===== src/rtl/mem_sram_ctrl.sv =====
// mem_sram_ctrl: single-outstanding memory slave in front of an external
// asynchronous 32-bit SRAM. Requests are accepted only when idle, decoded
// against the SRAM address window and then run for WAIT_CYCLES+1 cycles on
// the SRAM pins. Read data, a write acknowledge or an out-of-window error
// comes back on a valid/ready response channel. Every output is a flop so
// the pads see glitch-free strobes.
module mem_sram_ctrl #(
  parameter logic [31:0] BASE        = 32'h8000_0000,
  parameter int          SRAM_AW     = 20,
  parameter int          WAIT_CYCLES = 2
) (
  input  logic               clk,
  input  logic               rst,
  input  logic               req_valid,
  output logic               req_ready,
  input  logic [31:0]        req_addr,
  input  logic               req_we,
  input  logic [3:0]         req_be,
  input  logic [31:0]        req_wdata,
  output logic               resp_valid,
  input  logic               resp_ready,
  output logic [31:0]        resp_rdata,
  output logic               resp_err,
  output logic [SRAM_AW-1:0] sram_addr,
  output logic [31:0]        sram_dq_out,
  output logic               sram_dq_oe,
  input  logic [31:0]        sram_dq_in,
  output logic               sram_ce_n,
  output logic               sram_oe_n,
  output logic               sram_we_n,
  output logic [3:0]         sram_be_n
);

  // Counter wide enough to hold WAIT_CYCLES down to zero.
  localparam int CW = (WAIT_CYCLES < 2) ? 1 : $clog2(WAIT_CYCLES + 1);

  typedef enum logic [1:0] {
    ST_IDLE   = 2'd0,
    ST_ACCESS = 2'd1,
    ST_RESP   = 2'd2
  } state_t;

  // The write-hold cycle needs at least one strobe cycle before it, and the
  // SRAM is word addressed, so both parameters are checked at elaboration.
  if (WAIT_CYCLES < 1) begin : g_bad_wait
    $error("mem_sram_ctrl: WAIT_CYCLES must be >= 1");
  end
  if (BASE[1:0] != 2'b00) begin : g_bad_base
    $error("mem_sram_ctrl: BASE must be 4-byte aligned");
  end

  // Expand the four byte enables into a 32-bit lane mask.
  function automatic logic [31:0] lane_mask(input logic [3:0] be);
    logic [31:0] m;
    m = 32'd0;
    for (int i = 0; i < 4; i++) begin
      m[8*i +: 8] = {8{be[i]}};
    end
    return m;
  endfunction

  state_t          state_r;
  state_t          state_nxt_s;
  logic [CW-1:0]   cnt_r;
  logic [CW-1:0]   cnt_nxt_s;
  logic            we_r;
  logic            we_nxt_s;
  logic [3:0]      be_r;
  logic [3:0]      be_nxt_s;

  logic [31:0]        off_s;
  logic               in_win_s;
  logic               fire_s;

  logic               req_ready_nxt_s;
  logic               resp_valid_nxt_s;
  logic [31:0]        resp_rdata_nxt_s;
  logic               resp_err_nxt_s;
  logic [SRAM_AW-1:0] sram_addr_nxt_s;
  logic [31:0]        sram_dq_out_nxt_s;
  logic               sram_dq_oe_nxt_s;
  logic               sram_ce_n_nxt_s;
  logic               sram_oe_n_nxt_s;
  logic               sram_we_n_nxt_s;
  logic [3:0]         sram_be_n_nxt_s;

  // Window decode. The lower-bound test stops a wrapped offset (address
  // below BASE) from aliasing into the window; a shift of 32 or more yields 0.
  always_comb begin
    off_s    = req_addr - BASE;
    in_win_s = (req_addr >= BASE) && ((off_s >> (SRAM_AW + 2)) == 32'd0);
    fire_s   = req_valid && req_ready;
  end

  // Next-state, latched request fields and next values of every output flop.
  always_comb begin
    state_nxt_s       = state_r;
    cnt_nxt_s         = cnt_r;
    we_nxt_s          = we_r;
    be_nxt_s          = be_r;
    resp_rdata_nxt_s  = resp_rdata;
    resp_err_nxt_s    = resp_err;
    sram_addr_nxt_s   = sram_addr;
    sram_dq_out_nxt_s = sram_dq_out;

    case (state_r)
      ST_IDLE: begin
        if (fire_s) begin
          we_nxt_s = req_we;
          be_nxt_s = req_be;
          if (in_win_s) begin
            state_nxt_s     = ST_ACCESS;
            cnt_nxt_s       = CW'(WAIT_CYCLES);
            sram_addr_nxt_s = off_s[SRAM_AW+1:2];
            if (req_we) begin
              sram_dq_out_nxt_s = req_wdata;
            end else begin
              sram_dq_out_nxt_s = sram_dq_out;
            end
          end else begin
            state_nxt_s      = ST_RESP;
            resp_err_nxt_s   = 1'b1;
            resp_rdata_nxt_s = 32'd0;
          end
        end else begin
          state_nxt_s = ST_IDLE;
        end
      end
      ST_ACCESS: begin
        if (cnt_r == CW'(1'b0)) begin
          state_nxt_s    = ST_RESP;
          resp_err_nxt_s = 1'b0;
          if (we_r) begin
            resp_rdata_nxt_s = 32'd0;
          end else begin
            resp_rdata_nxt_s = sram_dq_in & lane_mask(be_r);
          end
        end else begin
          cnt_nxt_s = cnt_r - CW'(1'b1);
        end
      end
      ST_RESP: begin
        if (resp_ready) begin
          state_nxt_s = ST_IDLE;
        end else begin
          state_nxt_s = ST_RESP;
        end
      end
      default: begin
        state_nxt_s = ST_IDLE;
      end
    endcase

    // Pin strobes follow the state being entered so they are registered.
    // we_n rises for the last ACCESS cycle to hold address/data past it.
    req_ready_nxt_s  = (state_nxt_s == ST_IDLE);
    resp_valid_nxt_s = (state_nxt_s == ST_RESP);
    sram_ce_n_nxt_s  = (state_nxt_s != ST_ACCESS);
    sram_oe_n_nxt_s  = !((state_nxt_s == ST_ACCESS) && !we_nxt_s);
    sram_we_n_nxt_s  = !((state_nxt_s == ST_ACCESS) && we_nxt_s &&
                         (cnt_nxt_s != CW'(1'b0)));
    sram_dq_oe_nxt_s = (state_nxt_s == ST_ACCESS) && we_nxt_s;
    if (state_nxt_s == ST_ACCESS) begin
      sram_be_n_nxt_s = ~be_nxt_s;
    end else begin
      sram_be_n_nxt_s = 4'hF;
    end
  end

  // FSM state, wait counter and latched request attributes.
  always_ff @(posedge clk or posedge rst) begin
    if (rst) begin
      state_r <= ST_IDLE;
      cnt_r   <= CW'(1'b0);
      we_r    <= 1'b0;
      be_r    <= 4'h0;
    end else begin
      state_r <= state_nxt_s;
      cnt_r   <= cnt_nxt_s;
      we_r    <= we_nxt_s;
      be_r    <= be_nxt_s;
    end
  end

  // Output flops; reset drops every strobe and the pad enable immediately.
  always_ff @(posedge clk or posedge rst) begin
    if (rst) begin
      req_ready   <= 1'b1;
      resp_valid  <= 1'b0;
      resp_rdata  <= 32'd0;
      resp_err    <= 1'b0;
      sram_addr   <= {SRAM_AW{1'b0}};
      sram_dq_out <= 32'd0;
      sram_dq_oe  <= 1'b0;
      sram_ce_n   <= 1'b1;
      sram_oe_n   <= 1'b1;
      sram_we_n   <= 1'b1;
      sram_be_n   <= 4'hF;
    end else begin
      req_ready   <= req_ready_nxt_s;
      resp_valid  <= resp_valid_nxt_s;
      resp_rdata  <= resp_rdata_nxt_s;
      resp_err    <= resp_err_nxt_s;
      sram_addr   <= sram_addr_nxt_s;
      sram_dq_out <= sram_dq_out_nxt_s;
      sram_dq_oe  <= sram_dq_oe_nxt_s;
      sram_ce_n   <= sram_ce_n_nxt_s;
      sram_oe_n   <= sram_oe_n_nxt_s;
      sram_we_n   <= sram_we_n_nxt_s;
      sram_be_n   <= sram_be_n_nxt_s;
    end
  end

endmodule


===== config.mk =====
export PLATFORM = sky130hd
export DESIGN_NAME = mem_sram_ctrl
export DESIGN_NICKNAME = d
export VERILOG_FILES = /design/src/rtl/mem_sram_ctrl.sv
export SDC_FILE = /design/constraint.sdc
export NUM_CORES = 1
export LEC_CHECK = 0
export ABC_AREA = 1
export ABC_CLOCK_PERIOD_IN_PS = 3600
export CORE_UTILIZATION = 25
export CTS_CLUSTER_SIZE = 20
export DETAILED_ROUTE_END_ITERATION = 8
export GPL_TIMING_DRIVEN = 0
export PLACE_DENSITY = 0.59
export SYNTH_ARGS = -nofsm -noshare
export SYNTH_HDL_FRONTEND = slang
export SYNTH_SLANG_ARGS = --single-unit

===== constraint.sdc =====
create_clock -name clk -period 3.6 [get_ports clk]
set_input_delay 0.72 -clock clk [delete_from_list [all_inputs] [get_ports clk]]
set_output_delay 0.72 -clock clk [all_outputs]
set_load 0.02 [all_outputs]

Word level (Yosys, flattened, before mapping)
Cells that the tools add are included.

Add/subtract/negate cells: 2. $lt $le $gt $ge: 1. Equal/unequal tests: 8. Muxes and demuxes: 23. Bitwise logic cells: 2. Reduce and logical (&&, ||, !) cells: 17.

Operators by type and width (number): 32-bit 2-to-1 mux (4); 32-bit case mux with 2 select lines (1); 32-bit bitwise AND (1); 32-bit >= comparator (second input constant) (1); 32-bit zero test (1); 32-bit subtractor (second input constant) (1); 2-bit 2-to-1 mux (7); 4-bit 2-to-1 mux (3); 4-bit AND reduction (2); 2-bit zero test (3); 2-bit != test (second input constant) (3); 2-bit case mux with 3 select lines (1); 1-bit logical AND (5); 1-bit 2-to-1 mux (5); 2-bit by 1-bit equality test with 1-bit output (second input constant) (2); 2-bit equality test (second input constant) (2); 4-bit NOT (1); 2-bit case mux with 2 select lines (1); 2-bit nonzero test (2); 1-bit zero test (3); 3-bit AND reduction (1); 2-bit by 1-bit != test with 1-bit output (second input constant) (1); 1-bit case mux with 2 select lines (1); 2-bit by 1-bit subtractor with 2-bit output (second input constant) (1).

Bits in registers: 104. Input bits: 105. Output and inout bits: 95. Word-level logic and storage cells: 68.

Longest topological paths before layout
Depth in word-level cells: 10. Mapped depth: 9. Depth with buffers taken out: 9.

Worst setup path before layout
Ideal clock, no wire load.

Path kind: input to register. Start: input port req_addr[29]. End: register sram_dq_out[10]. Library setup time: 0.118 ns. Arrival time: 1.629 ns. Required time: 3.482 ns. Setup slack: 1.853 ns. Stages: 6. Buffers on the path: 1. Cell sequence: or2_1 -> nor2_8 -> nand4_4 -> buf_6 -> nand2_1 -> o21ai_2.

Word-level cells in the longest chain between the ends: 4. Elaborated cells on any way between the ends: 5. Classes of those cells: 1 x add/sub; 1 x order compare; 3 x reduce/logical.

Ends and longest elaborated chain: from (decl) (RTL line 16) `input logic [31:0] req_addr,`; 32-bit subtractor (RTL line 90) `off_s = req_addr - BASE;`; 32-bit zero test (RTL line 91) `in_win_s = (req_addr >= BASE) && ((off_s >> (SRAM_AW + 2)) == 32'd0);`; 1-bit logical AND * (RTL line 91); 4-bit AND reduction (no line) *; to (signal assigned) (RTL line 205) `sram_dq_out <= sram_dq_out_nxt_s;`; to (decl) (RTL line 25) `output logic [31:0] sram_dq_out,`.

Every way passes the cells marked *; elsewhere a longest branch is shown, timed or not. A chain may end at the register's enable or synchronous reset.

Worst setup path after layout
Start: register req_ready. End: output port req_ready.

RTL lines: from (decl) (RTL line 15) `output logic req_ready,`; from (signal assigned) (RTL line 200) `req_ready <= req_ready_nxt_s;`.

No word-level cell between the ends.

==> flow_results.org <==
** Clocking
- In this run, post-CTS hold repair placed 0 buffers.
- Clock latency reported for the late side of the worst-skew pair :: 0.36 ns
- In this run the post-CTS setup repair buffer count came out at 0.
- Bufs on Longest Clock Path :: 2
- Cells resized by post-CTS repair :: 0
- Number of buffers created by CTS :: 9
- TritonCTS built the clock tree.
- Clock Pin Slew Worst Setup and Hold Paths :: 0.07 ns
- Clock root buffer master :: sky130_fd_sc_hd__clkbuf_16
- The H-tree generated during clock tree synthesis spans 3 levels.
- Counting every sink on the clock net gives 104.

** STA
- The final max-slew violation count came to 0.
- Setup violators final :: 0
- Summed over all failing endpoints, the final setup total negative slack is 0 ns.
- Across the routed clock network, the largest skew measured is 0.0128 ns.
- After layout, the minimum clock period comes to ~2.3 ns.
- For the pin with the worst max-slew slack, the measured transition is 0.698 ns.
- Final clock period utilization by the worst path :: between 60% and 70%
- Setup repair after global routing left no endpoint under its margin.
- The final count of hold timing violations was 0.
- Static timing analysis puts the maximum clock frequency at 444 MHz.
- Headroom to the max-slew limit :: a little over half

** Layout
- In the final layout, the share of cells above drive strength 1 is between 10% and 20%.
- Count of inserted antenna diode cells :: 0
- Compared with the post-synthesis result, the final layout area differs by 58.0%.
- Leading cell type in the layout, fill and taps excluded :: sky130_fd_sc_hd__clkdlybuf4s50_1
- Commonest non-fill, non-tap cells in the layout :: 197 x sky130_fd_sc_hd__clkdlybuf4s50_1, 149 x sky130_fd_sc_hd__nand2_1, 96 x sky130_fd_sc_hd__dfrtp_1
- Summing all non-filler instances in the final layout gives an area of roughly 7000 um^2.
- Nets@finish :: 770
- The filler cells instantiated in the layout total 1675.

** Setup path
- Cell breakdown of the critical path :: clkdlybuf4s50_1
- Critical-path maximum fanout :: 3
- The largest single stage delay on the critical path is about 0.65 ns.
- Worst Path Arrival :: 1.53 ns
- Worst Path Class, Setup :: reg -> out
- In this run the register-to-register setup slack is around 1.9 ns.
- On the critical path the largest part of the delay comes from buffers and inverters.
- STA classifies the critical path endpoint as a primary output.
- Launch point of the worst path :: req_ready
- Critical path destination :: req_ready
- STA puts the critical path data required time at ~2.9 ns.
- Kind of launch point of the worst setup path :: flip-flop
- Buffer and inverter count on the worst path :: 1
- In this run the number of cells on the critical path is 1.
- Worst flop-to-flop path endpoint :: resp_rdata[8]
- For the worst flop-to-flop path, the logic depth is 7.
- Reg-to-reg critical path startpoint :: state_r[1]
- Critical path's slowest cell :: sky130_fd_sc_hd__clkdlybuf4s50_1

** Drt
- Average via count per standard cell :: 4.18
- First-pass detailed-route iteration total :: 4
- In this run the remaining antenna-violating nets after routing total 0.
- After detailed routing, the total wire length is approximately 12 mm.
- Average detailed-routed wire length per instance :: 13.6 um
- 1st-iter DRT viols :: between 100 and 150
- Count of unresolved DRC violations after routing :: 0
- Detailed routing inserted a total of around 3.7k vias.

** Place
- Quantity of I/O buffers inserted on ports :: 197
- Half-perimeter wire length after placement :: roughly 9 mm
- Weighted congestion reported at the end of routability-driven placement :: around 0.72
- Placed standard-cell area :: roughly 6700 um^2

** Die
- Cell row count :: 48
- Core area :: 17300 um^2
- Once the floorplan was initialized, standard cells occupied 25.6% of the core.
- Die Y-Extent :: 135 um
- Floorplan die width :: 135 um
- Pin placement for this block handled 200 I/O pins.
- Area enclosed by the die boundary :: 18200 um^2

** Run status
- The flow ran to the end, and the final reports show no timing, DRC or antenna violations.

** Worst hold path
- In this run the worst hold path is classified as reg -> reg.
- Counting instances, the worst hold path has a depth of 2.

** Logic synthesis
- Synthesis produced a netlist whose cell count is 456.
- After synthesis the cells add up to 4430 um^2.
- Number of storage elements in the synthesis netlist :: 104
- Averaged over all synthesized cells, the footprint is 9.71 um^2.
- The number of nets in the synthesized netlist is around 560.
- Count of yosys warnings during synthesis :: 0
- After synthesis, the netlist uses 26 different library cells.
- Portion of the post-synthesis area used by sequential elements :: 59.0%

** Power and ir drop
- Areal power density over the cells :: 398 nW/um^2
- The share of total power dissipated in combinational logic is 20.7%.
- The analysis attributes to cell leakage a power of around 3.3 nW.
- Power share of the clock group :: 33.7%
- Registers are responsible for 45.6% of the overall power.
- Maximum ir drop on the vdd rail :: approximately 0.00023 V
- For this design the total switching power over the nets is 0.801 mW.
- After layout, the design draws a total of 2.79 mW.
- Of the total power, the share spent switching nets is 28.8%.
- Cell internal pwr :: approximately 2.0 mW

** GRT
- Global routing finished with a remaining overflow of 0.
- Across every metal layer, demand over resource in global routing totals 13.8%.
- Global-route wire length before repair :: 19.2 mm
- Largest net degree at the start of global routing :: 55
- Via count of the first global-routing pass :: roughly 3.8k
- The number of antenna violations at the first check in global routing came to 0.

** Job
- Max-Cap Viols :: 0
-- worst min path at each step --
stage | slack, ns | startpoint | to
after floorplan | 0.53 | we_r | we_r
after global placement | 0.46 | sram_addr[8] | sram_addr[8]
after detailed placement | 0.47 | sram_addr[8] | sram_addr[8]
after CTS | 0.49 | sram_addr[8] | sram_addr[8]
after global routing | 0.49 | sram_addr[7] | sram_addr[7]
final | 0.48 | sram_addr[8] | sram_addr[8]
-- state kept, by name (all words and copies together) (netlist names) --
register and cells:
sram_we_n 1, resp_err 1, sram_addr 20, resp_valid 1, resp_rdata 32, state_r 2
be_r 4, sram_ce_n 1, sram_oe_n 1, cnt_r 2, we_r 1, sram_be_n 4
sram_dq_out 32, sram_dq_oe 1, req_ready 1
-- cells in the mapped netlist, drive strengths merged --
master	instances	area, um^2
a21oi	5	43.8
and3	1	6.26
buf	17	160
clkbuf	3	11.3
dfrtp	96	2400
dfstp	8	210
inv	50	188
nand2	153	594
nand3	60	305
nand4	2	33.8
nor2	18	119
o211ai	2	15.0
o21ai	37	309
or2	4	27.5
-- metrics by stage --
stage	hold WS (ns)	worst slack [ns]	utilization, %	std cells
after floorplan	0.527	0.161	-	456
after global placement	0.463	-1.44	38.6	878
after detailed placement	0.465	1.27	38.8	879
after CTS	0.486	1.31	40.4	895
after global routing	0.491	1.31	40.4	895
final	0.483	1.35	40.4	895
-- routing by layer --
layer  global-route usage, %  vias to the layer above  routed length (um)
met5                       0                        -                   0
met2                    23.4                      109                6000
met1                    16.5                     1768                5300
met3                    2.97                       18                 622
met4                    6.68                        0                 254
li1                        -                     1848                   -
-- power groups by stage --
stage | Sequential [mW] | Clock, mW | Combinational, mW
finish | 1.27 | 0.939 | 0.577
floorplan | 1.34 | 0 | 0.264
global placement | 1.29 | 0 | 0.570
detailed placement | 1.29 | 0 | 0.581
global route | 1.28 | 1.04 | 0.629
CTS | 1.27 | 0.997 | 0.583
-- cell families (layout without fill, tap and decap cells) --
| logic type | after synthesis | count (layout) | synth area share [%] |
|---|---|---|---|
| compound gates | 44 | 44 | 8.31 |
| buf+inv | 70 | 284 | 8.11 |
| flops | 104 | 104 | 59.0 |
| simple gates | 238 | 238 | 24.5 |
-- worst min-delay path, stage by stage (launching register included) --
cell,delay [ns]
sky130_fd_sc_hd__dfrtp_1,0.34
sky130_fd_sc_hd__nand2_1,0.05
sky130_fd_sc_hd__nand2_1,0.06
-- area by class of cell --
cell class | count | area (um^2) | share of cell area (%)
flip-flops and latches | 104 | 2610 | 37.4
clock inverters | 6 | 56.3 | 0.805
plain buffers | 20 | 171 | 2.45
well taps | 225 | 282 | 4.03
clock buffers | 10 | 229 | 3.27
multi-input cells | 282 | 1450 | 20.8
repair buffers | 198 | 2000 | 28.6
inverters | 50 | 190 | 2.72
(Power assumes the default switching activity.)
